$ cat config.mk
export PLATFORM = sky130hd
export DESIGN_NAME = qspi_multi_ctrl
export DESIGN_NICKNAME = d
export VERILOG_FILES = /design/src/rtl/qspi_pkg.sv /design/src/rtl/qspi_shift_nibble.sv /design/src/rtl/qspi_multi_ctrl.sv
export SDC_FILE = /design/constraint.sdc
export NUM_CORES = 1
export LEC_CHECK = 0
export BUFFER_PORTS_ARGS = -buffer_cell sky130_fd_sc_hd__buf_2
export CAP_MARGIN = 25
export CELL_PAD_IN_SITES_DETAIL_PLACEMENT = 1
export CELL_PAD_IN_SITES_GLOBAL_PLACEMENT = 1
export CORE_ASPECT_RATIO = 0.5
export CORE_UTILIZATION = 37
export DETAILED_ROUTE_END_ITERATION = 8
export PLACE_DENSITY_LB_ADDON = 0.1
export SYNTH_ARGS = -nofsm -noshare
export SYNTH_HDL_FRONTEND = slang
export SYNTH_SLANG_ARGS = --single-unit
export TNS_END_PERCENT = 30
$ cat constraint.sdc
create_clock -name clk -period 3.77 [get_ports clk]
set_input_delay 0.377 -clock clk [delete_from_list [all_inputs] [get_ports clk]]
set_output_delay 0.377 -clock clk [all_outputs]
set_load 0.01 [all_outputs]
$ cat src/rtl/qspi_pkg.sv
// Shared definitions for the multi-device QSPI controller: FSM state codes,
// phase counter width and output-enable patterns.
package qspi_pkg;

    localparam logic [2:0] ST_IDLE  = 3'd0;
    localparam logic [2:0] ST_CMD   = 3'd1;
    localparam logic [2:0] ST_ADDR  = 3'd2;
    localparam logic [2:0] ST_DUMMY = 3'd3;
    localparam logic [2:0] ST_DATA  = 3'd4;
    localparam logic [2:0] ST_DESEL = 3'd5;

    // Remaining-SPI-clocks counter per phase; 8 bits covers any practical phase length.
    localparam int CNT_W = 8;

    localparam logic [3:0] OE_OFF    = 4'b0000;
    localparam logic [3:0] OE_SINGLE = 4'b0001;
    localparam logic [3:0] OE_QUAD   = 4'b1111;

endpackage

$ cat src/rtl/qspi_shift_nibble.sv
// Nibble-wide shift register: parallel load, shift-out (top nibble leaves,
// zero fills) and shift-in (new nibble enters at the bottom).
module qspi_shift_nibble #(
    parameter int W = 32
) (
    input  logic         clk,
    input  logic         rst,
    input  logic         load,
    input  logic [W-1:0] load_val,
    input  logic         shift_out,
    input  logic         shift_in,
    input  logic [3:0]   din,
    output logic [W-1:0] q
);

    always_ff @(posedge clk) begin
        if (rst)
            q <= '0;
        else if (load)
            q <= load_val;
        else if (shift_out)
            q <= {q[W-5:0], 4'h0};
        else if (shift_in)
            q <= {q[W-5:0], din};
    end

endmodule

$ cat src/rtl/qspi_multi_ctrl.sv
// QSPI master for several devices on shared data lines: single-bit command,
// quad address, optional dummy clocks, quad data; one SPI clock = two clk cycles.
module qspi_multi_ctrl #(
    parameter int NUM_CS       = 3,
    parameter int ADDR_BITS    = 24,
    parameter int DUMMY_CYCLES = 4,
    parameter int MAX_BYTES    = 4
) (
    input  logic                         clk,
    input  logic                         rst,
    input  logic                         start,
    input  logic [$clog2(NUM_CS)-1:0]    cs_sel,
    input  logic [7:0]                   cmd,
    input  logic [ADDR_BITS-1:0]         addr,
    input  logic                         is_write,
    input  logic [$clog2(MAX_BYTES+1)-1:0] nbytes,
    input  logic [8*MAX_BYTES-1:0]       wdata,
    input  logic                         stop,
    output logic                         busy,
    output logic                         done,
    output logic [8*MAX_BYTES-1:0]       rdata,
    input  logic [3:0]                   spi_data_in,
    output logic [3:0]                   spi_data_out,
    output logic [3:0]                   spi_data_oe,
    output logic                         spi_clk_out,
    output logic [NUM_CS-1:0]            spi_select_n
);
    import qspi_pkg::*;

    localparam int DW  = 8 * MAX_BYTES;
    localparam int SRW = (ADDR_BITS > DW) ? ADDR_BITS : DW;
    localparam int NBW = $clog2(MAX_BYTES + 1);
    localparam int CSW = $clog2(NUM_CS);

    logic [2:0]       state;
    logic             ph;
    logic             stop_pend;
    logic             wr_q;
    logic [CNT_W-1:0] cnt;
    logic [CNT_W-1:0] dcnt;
    logic [7:0]       cmd_sr;
    logic [CSW-1:0]   cs_q;
    logic [NBW-1:0]   n_q;
    logic [NBW-1:0]   n_clamp;
    logic [DW-1:0]    wdata_q;
    logic [DW-1:0]    wswap;
    logic [DW-1:0]    rd_cur;
    logic [DW-1:0]    rd_hold;
    logic [SRW-1:0]   sr_q;
    logic [SRW-1:0]   sr_load_val;
    logic             sr_load, sr_shift_out, sr_shift_in;
    logic             active, spi_end, abort, last, enter_data;

    always_comb begin
        n_clamp = nbytes;
        if (nbytes == '0)
            n_clamp = NBW'(1);
        else if (int'(nbytes) > MAX_BYTES)
            n_clamp = NBW'(MAX_BYTES);
    end

    // Byte 0 must leave first, so it goes to the top of the shift register.
    always_comb begin
        wswap = '0;
        for (int i = 0; i < MAX_BYTES; i++)
            wswap[(MAX_BYTES-1-i)*8 +: 8] = wdata_q[i*8 +: 8];
    end

    assign active     = (state == ST_CMD) || (state == ST_ADDR) ||
                        (state == ST_DUMMY) || (state == ST_DATA);
    assign spi_end    = active && ph;
    assign abort      = stop_pend || stop;
    assign last       = (cnt == '0);
    assign dcnt       = CNT_W'({n_q, 1'b0}) - CNT_W'(1);
    assign enter_data = spi_end && !abort && last &&
                        ((state == ST_ADDR && (wr_q || DUMMY_CYCLES == 0)) ||
                         state == ST_DUMMY);

    // One shift register carries the address, then write data or read data.
    assign sr_load      = (state == ST_IDLE && start) || enter_data;
    assign sr_shift_out = spi_end && !abort && !last &&
                          (state == ST_ADDR || (state == ST_DATA && wr_q));
    assign sr_shift_in  = spi_end && state == ST_DATA && !wr_q;

    always_comb begin
        if (state == ST_IDLE)
            sr_load_val = SRW'(addr) << (SRW - ADDR_BITS);
        else if (wr_q)
            sr_load_val = SRW'(wswap) << (SRW - DW);
        else
            sr_load_val = '0;
    end

    qspi_shift_nibble #(.W(SRW)) u_sr (
        .clk       (clk),
        .rst       (rst),
        .load      (sr_load),
        .load_val  (sr_load_val),
        .shift_out (sr_shift_out),
        .shift_in  (sr_shift_in),
        .din       (spi_data_in),
        .q         (sr_q)
    );

    always_ff @(posedge clk) begin
        if (rst) begin
            state     <= ST_IDLE;
            ph        <= 1'b0;
            stop_pend <= 1'b0;
            wr_q      <= 1'b0;
            cnt       <= '0;
            cmd_sr    <= '0;
            cs_q      <= '0;
            n_q       <= '0;
            wdata_q   <= '0;
        end else begin
            case (state)
                ST_IDLE: if (start) begin
                    state     <= ST_CMD;
                    ph        <= 1'b0;
                    stop_pend <= 1'b0;
                    cnt       <= CNT_W'(7);
                    cmd_sr    <= cmd;
                    cs_q      <= cs_sel;
                    n_q       <= n_clamp;
                    wr_q      <= is_write;
                    wdata_q   <= wdata;
                end
                ST_CMD, ST_ADDR, ST_DUMMY, ST_DATA: begin
                    stop_pend <= stop_pend || stop;
                    if (!ph) begin
                        ph <= 1'b1;
                    end else begin
                        ph <= 1'b0;
                        if (abort) begin
                            state <= ST_DESEL;
                        end else if (!last) begin
                            cnt <= cnt - CNT_W'(1);
                            if (state == ST_CMD)
                                cmd_sr <= {cmd_sr[6:0], 1'b0};
                        end else begin
                            case (state)
                                ST_CMD: begin
                                    state <= ST_ADDR;
                                    cnt   <= CNT_W'(ADDR_BITS/4 - 1);
                                end
                                ST_ADDR: if (!wr_q && DUMMY_CYCLES > 0) begin
                                    state <= ST_DUMMY;
                                    cnt   <= CNT_W'(DUMMY_CYCLES - 1);
                                end else begin
                                    state <= ST_DATA;
                                    cnt   <= dcnt;
                                end
                                ST_DUMMY: begin
                                    state <= ST_DATA;
                                    cnt   <= dcnt;
                                end
                                default: state <= ST_DESEL;
                            endcase
                        end
                    end
                end
                default: state <= ST_IDLE;
            endcase
        end
    end

    // The first received byte sits deepest in the register once all nibbles are in.
    always_comb begin
        rd_cur = '0;
        for (int i = 0; i < MAX_BYTES; i++)
            if (i < int'(n_q))
                rd_cur[i*8 +: 8] = sr_q[(int'(n_q)-1-i)*8 +: 8];
    end

    always_ff @(posedge clk) begin
        if (rst)
            rd_hold <= '0;
        else if (state == ST_DESEL && !wr_q)
            rd_hold <= rd_cur;
    end

    assign rdata = (state == ST_DESEL && !wr_q) ? rd_cur : rd_hold;

    always_comb begin
        spi_data_out = 4'h0;
        spi_data_oe  = OE_OFF;
        case (state)
            ST_CMD: begin
                spi_data_out = {3'b000, cmd_sr[7]};
                spi_data_oe  = OE_SINGLE;
            end
            ST_ADDR: begin
                spi_data_out = sr_q[SRW-1 -: 4];
                spi_data_oe  = OE_QUAD;
            end
            ST_DATA: if (wr_q) begin
                spi_data_out = sr_q[SRW-1 -: 4];
                spi_data_oe  = OE_QUAD;
            end
            default: ;
        endcase
    end

    assign busy         = active;
    assign done         = (state == ST_DESEL);
    assign spi_clk_out  = active && ph;
    assign spi_select_n = active ? ~(NUM_CS'(1) << cs_q) : '1;

endmodule
# --- Yosys cells after proc, flatten, opt, wreduce, memory -nomap -nowiden ---
# Cells that the tools add are included.
totals:
  latchBits: 0
  rom_bits: 0
  output_inout_bits: 46
  reg_bits: 123
  word_cells: 114
  mem_count: 0
  input_bits: 78
  ram_bits: 0
classes:
  n_addsub: 6
  muxes: 41
  n_mul: 0
  shift: 5
  eq_ne: 12
  reduce_logical: 33
  n_lt_le_gt_ge: 5
  n_bitwise: 1
  n_div: 0
op_table:
  columns: ["operator", "n"]
  rows:
  - ["2-to-1 mux 32 bit", 6]
  - ["2-to-1 mux 8 bit", 14]
  - ["indexed part select 32 x 32 -> 8 bit", 2]
  - ["one-hot mux 8 bit (2 select lines)", 2]
  - ["indexed part select 32 x 7 -> 8 bit", 1]
  - ["indexed part select 32 x 8 -> 8 bit", 1]
  - ["2-to-1 mux 3 bit", 8]
  - ["one-hot mux 4 bit (3 select lines)", 2]
  - ["one-hot mux 8 bit (3 select lines)", 1]
  - ["logical AND 1 bit", 12]
  - ["inequality test 2 bit, second input constant", 5]
  - ["subtractor 4 x 3 -> 5 bit, second input constant", 2]
  - ["one-hot mux 3 bit (3 select lines)", 1]
  - ["logical NOT 8 bit", 1]
  - ["2-to-1 mux 4 bit", 2]
  - ["subtractor 8 x 1 -> 8 bit, second input constant", 1]
  - ["logical OR 1 bit", 7]
  - ["== test 3 x 2 -> 1 bit, second input constant", 2]
  - ["== test 3 bit, second input constant", 2]
  - ["logical NOT 3 bit", 2]
  - ["< comparator 1 x 3 -> 1 bit, first input constant", 2]
  - ["< comparator 2 x 3 -> 1 bit, first input constant", 2]
  - ["one-hot mux 3 bit (2 select lines)", 1]
  - ["AND reduction 6 bit", 1]
  - ["other kinds (18)", 23]

# --- Logic depth before layout (Yosys ltp) ---
depth:
  word_depth: 10
  depth_mapped: 13
  ltp_nobuf: 9

# --- Hierarchy ---
# Synthesis repeated with hierarchy kept, for this count alone.
unflattened:
  cells_unflattened: 873
  hier_area_um2: 6857.8
modules_own_cells:
  columns: ["module", "area_each_um2", "instances", "seq_area_each_um2", "cells_each"]
  rows:
  - ["qspi_multi_ctrl", 5182.5, 1, 1821.7, 695]
  - ["qspi_shift_nibble", 1675.4, 1, 640.6, 178]

# --- Worst setup path after synthesis ---
# OpenSTA, ideal clock, no wires.
synth_path:
  kind: "register to output"
  startpoint: "reg n_q[0]"
  endpoint: "out rdata[24]"
  required_ns: 3.393
  stages_incl_launch_ff: 13
  arrival_ns: 3.384
  path_buffers: 4
  slack_ns: 0.009
  path_cell_list: "dfxtp_1 -> clkbuf_1 -> clkinv_1 -> clkbuf_1 -> ha_1 -> clkbuf_1 -> buf_2 -> clkinv_1 -> ha_1 -> or3_1 -> a211oi_1 -> o211ai_1 -> o21ai_0"
synth_via:
  elab_chain_len: 5
  word_cells_on_any_way: 6
  cone_classes: "add/sub (2); order compare (1); shift (1); mux (2)"
synth_lines:
  columns: ["element", "line", "rtl"]
  rows:
  - ["start: declaration", "qspi_multi_ctrl.sv:43", "logic [NBW-1:0] n_q;"]
  - ["start signal: assignment", "qspi_multi_ctrl.sv:125", "n_q <= n_clamp;"]
  - ["subtractor 3 x 1 -> 4 bit", "qspi_multi_ctrl.sv:173", "rd_cur[i*8 +: 8] = sr_q[(int'(n_q)-1-i)*8 +: 8];"]
  - ["subtractor 4 x 3 -> 5 bit", "qspi_multi_ctrl.sv:173", null]
  - ["indexed part select 32 x 8 -> 8 bit", "qspi_multi_ctrl.sv:173", null]
  - ["2-to-1 mux 8 bit (*)", "qspi_multi_ctrl.sv:172", "if (i < int'(n_q))"]
  - ["2-to-1 mux 32 bit (*)", null, null]
  - ["end: declaration", "qspi_multi_ctrl.sv:21", "output logic [8*MAX_BYTES-1:0] rdata,"]
# Mark *: on every way between the ends. The rest lies on a longest branch, timed or not.

# --- Final worst setup path ---
layout_path:
  startpoint: "reg n_q[1]"
  endpoint: "out rdata[25]"
# The elaborated chain is that of the path after synthesis.

==> impl_table.tex <==
\begin{tabular}{lr}
\hline
Metric & Value \\
\hline
\multicolumn{2}{l}{\textbf{Worst hold path}} \\
Type of the worst min-delay path & in -> reg \\
\multicolumn{2}{l}{\textbf{Timing}} \\
Fin Clk Skew & around 0.01 ns \\
Max-slew headroom & 0.299 \\
Max frequency & 278 MHz \\
Number of setup violations in the final report & 0 \\
Setup repair after global routing missed its margin & true \\
Transition time at the pin with the least slew margin & 1.05 ns \\
Final clock period utilization by the worst path & 0.955 \\
Post-route setup TNS & 0 ns \\
Final Max Tran Viols & 0 \\
Min Tclk post-route & 3.60 ns \\
Worst Hold Margin & about 0.19 ns \\
Number of hold-slack violations in the final timing report & 0 \\
\multicolumn{2}{l}{\textbf{Detailed routing}} \\
Number of routed nets with antenna violations & 0 \\
Wire per inst & 19.4 µm \\
Length of the first detailed-routing pass in iterations & 7 \\
Routed vias & approximately 6600 \\
Total detailed-routing wirelength & 22700 µm \\
DRC violation count after routing & 10 \\
First-iteration detailed-routing DRC count & $\sim$460 \\
Via density per instance & 5.60 \\
\multicolumn{2}{l}{\textbf{Setup path}} \\
Worst setup SP type & flop \\
Critical path start-end classification & reg -> out \\
Required time of the critical path & 3.39 ns \\
CP arrival & approximately 3.2 ns \\
Reg-to-reg setup timing slack & 0.78 ns \\
Sort of element at the end of the critical path & primary output \\
Highest fanout seen on the critical path & 9 \\
\multicolumn{2}{l}{\textbf{Pwr}} \\
Static Leakage & 3.28 nW \\
Switching component of the power & 2.19 mW \\
Sum of internal, switching and leakage power & 5.62 mW \\
Clock share of power & 0.323 \\
Net switching fraction of the power & 0.390 \\
Worst supply voltage drop on vdd & about 0.36 mV \\
Part of the power in registers & 0.324 \\
Areal power density over the cells & 695 nW/µm² \\
Internal power of the cells & 3.43 mW \\
Combinational share of power & 0.353 \\
\multicolumn{2}{l}{\textbf{Synth}} \\
Post-synthesis async set-or-reset flop share & 0 \\
Avg Synthesized Cell Area & 8.00 µm² \\
Register area share after synthesis & 0.367 \\
Distinct cell type count after synthesis & 66 \\
Net Count, Synth & 925 \\
Flop and latch count out of synthesis & 123 \\
Post-synth EDFFs & 0 \\
Netlist area before placement & between 6000 and 7000 µm² \\
Most used flip-flop cell after synthesis & sky130\_fd\_sc\_hd\_\_dfxtp\_1 \\
Synthesis Warnings & 1 \\
Gate Count Post-Synth & around 840 \\
\multicolumn{2}{l}{\textbf{Die}} \\
Total die area & 18700 µm² \\
Starting density of the core & 0.382 \\
\# IOs & around 120 \\
Total number of placement rows & 34 \\
Die Span X & 192 µm \\
Die height & approximately 97 µm \\
Core Footprint & 17600 µm² \\
\multicolumn{2}{l}{\textbf{Layout}} \\
Fin cells & 1174 \\
Area growth from synthesis to layout & 20.4\% \\
Count of nets after finishing & 1013 \\
Fin area & slightly above 8000 µm² \\
Proportion of layout cells with a drive suffix above 1 & 0.224 \\
Count of antenna diodes in the layout & 0 \\
\multicolumn{2}{l}{\textbf{Clocking}} \\
Count of hold buffers inserted by post-cts repair & 0 \\
Clk sink count & 123 \\
Clock slew at reported path FFs & 0.06 ns \\
TritonCTS buffer count & 17 \\
Max Buffers Root-to-Sink & 2 \\
Clock Latency Late Sink & 0.42 ns \\
Clock root buffer master & sky130\_fd\_sc\_hd\_\_clkbuf\_16 \\
Clock tree from TritonCTS & done \\
Total number of H-tree levels & 4 \\
\multicolumn{2}{l}{\textbf{Run status}} \\
Outcome & finished with violations \\
Violations in the final reports & DRC \\
\multicolumn{2}{l}{\textbf{Global route}} \\
Wire length of the first global-routing pass & 35900 µm \\
Number of antenna violations at the first check in global routing & 0 \\
Combined global-route utilization of all metal layers & 0.250 \\
Global route total overflow & 0 \\
Pin count of the biggest net entering global routing & 65 \\
Number of global-route vias before repair & 6376 \\
\multicolumn{2}{l}{\textbf{Placement}} \\
Detailed placement HPWL & 16300 µm \\
Global placement routability congestion & 0.859 \\
Cell total after placement & 1141 \\
Port Buffer Count & 123 \\
Post-detailed-placement cell area & 7430 µm² \\
\multicolumn{2}{l}{\textbf{Job}} \\
Number of max-cap violations & 0 \\
\hline
\end{tabular}
layout make-up:
type,count,area [µm²]
clock inverter,12,195
sequential,123,2460
timing repair buffer,141,751
inverter,9,33.8
clock buffer,20,447
multi-input combinational,635,3900
tap,234,293
fill,2192,9490
cells in the mapped netlist (7+ instances only):
master | instances | share of area
sky130_fd_sc_hd__nor3_1 | 11 | 0.0082
sky130_fd_sc_hd__ha_1 | 8 | 0.015
sky130_fd_sc_hd__inv_1 | 7 | 0.0039
sky130_fd_sc_hd__and3_1 | 26 | 0.024
sky130_fd_sc_hd__mux2i_1 | 24 | 0.036
sky130_fd_sc_hd__buf_2 | 10 | 0.0075
sky130_fd_sc_hd__nand2_1 | 188 | 0.11
sky130_fd_sc_hd__o32ai_2 | 19 | 0.046
sky130_fd_sc_hd__dfxtp_1 | 123 | 0.37
sky130_fd_sc_hd__a311oi_1 | 10 | 0.013
sky130_fd_sc_hd__and2_1 | 36 | 0.034
sky130_fd_sc_hd__a221oi_1 | 17 | 0.022
sky130_fd_sc_hd__a22o_1 | 17 | 0.022
sky130_fd_sc_hd__a21oi_1 | 63 | 0.047
sky130_fd_sc_hd__o21ai_0 | 24 | 0.018
sky130_fd_sc_hd__clkbuf_1 | 53 | 0.030
sky130_fd_sc_hd__a32o_1 | 8 | 0.012
sky130_fd_sc_hd__nand3_1 | 28 | 0.021
sky130_fd_sc_hd__mux2_2 | 8 | 0.013
sky130_fd_sc_hd__nor2_1 | 67 | 0.037
worst max-delay path: stages, from the launching register on:
cell	delay [ns]
sky130_fd_sc_hd__dfxtp_1	0.49
sky130_fd_sc_hd__inv_1	0.13
sky130_fd_sc_hd__ha_2	0.35
sky130_fd_sc_hd__clkinv_1	0.22
sky130_fd_sc_hd__ha_1	0.30
sky130_fd_sc_hd__or3_1	0.30
sky130_fd_sc_hd__a211oi_1	0.23
sky130_fd_sc_hd__o211ai_1	0.28
sky130_fd_sc_hd__o21ai_0	0.31
sky130_fd_sc_hd__buf_2	0.18
repair_timing:
item,CTS,global route
endpoints found under the setup margin,0,7
resized for setup,0,1
setup buffers,0,0
logic make-up (layout without fill, tap and decap cells):
| logic type | after synthesis | after routing | synth area share |
|---|---|---|---|
| muxes | 32 | 32 | 0.0492 |
| and+or+nand+nor | 388 | 388 | 0.271 |
| buffers and inverters | 81 | 182 | 0.0528 |
| AOI/OAI and AO/OA | 204 | 204 | 0.241 |
| adders and majority gates | 8 | 8 | 0.0149 |
| DFF | 123 | 123 | 0.367 |
| xor gates and xnor gates | 3 | 3 | 0.00392 |
layer usage:
metal | wire length, µm | GRT usage
met5 | 0 | 0
met4 | 282 | 0.0672
met3 | 936 | 0.0498
met2 | 9610 | 0.360
met1 | 11900 | 0.374
layout by cell type, fill, tap and decap left out, types with 11 or more instances in the layout:
cell	count
sky130_fd_sc_hd__a21oi_1	63
sky130_fd_sc_hd__a221oi_1	17
sky130_fd_sc_hd__a22o_1	17
sky130_fd_sc_hd__and2_1	37
sky130_fd_sc_hd__and3_1	26
sky130_fd_sc_hd__buf_2	123
sky130_fd_sc_hd__buf_4	18
sky130_fd_sc_hd__clkbuf_16	17
sky130_fd_sc_hd__dfxtp_1	123
sky130_fd_sc_hd__mux2i_1	24
sky130_fd_sc_hd__nand2_1	188
sky130_fd_sc_hd__nand3_1	28
sky130_fd_sc_hd__nor2_1	67
sky130_fd_sc_hd__nor3_1	11
sky130_fd_sc_hd__o21ai_0	23
sky130_fd_sc_hd__o32ai_2	19
final timing paths:
| kind | startpoint | endpoint | depth (start not counted) |
|---|---|---|---|
| max | n_q[1] | rdata[25] | 9 |
| min | wdata[8] | wdata_q[8] | 3 |
| max reg2reg | cnt[0] | u_sr.q[25] | 8 |
| min reg2reg | wdata_q[8] | wdata_q[8] | 2 |
power groups by stage:
stage | Clock, mW | Combinational [mW] | Sequential [mW]
after global routing | 1.90 | 2.19 | 1.85
final | 1.81 | 1.99 | 1.82
after floorplan | 0 | 1.53 | 1.69
after detailed placement | 0 | 1.97 | 1.83
after CTS | 1.84 | 1.98 | 1.81
after global placement | 0 | 1.94 | 1.82
flip-flops by register name (all words and copies together) (netlist names):
register	count
u_sr.q	32
cnt	8
wr_q	1
cmd_sr	8
cs_q	2
wdata_q	32
n_q	3
state	3
stop_pend	1
rd_hold	32
ph	1
stage by stage:
stage,setup slack [ns],utilization
6_report,0.169,0.460
5_1_grt,-0.0464,0.460
4_1_cts,0.208,0.459
3_5_place_dp,0.664,0.423
3_3_place_gp,0.773,0.423
2_1_floorplan,0.00905,-
No activity file was read; power rests on OpenSTA's default activity.
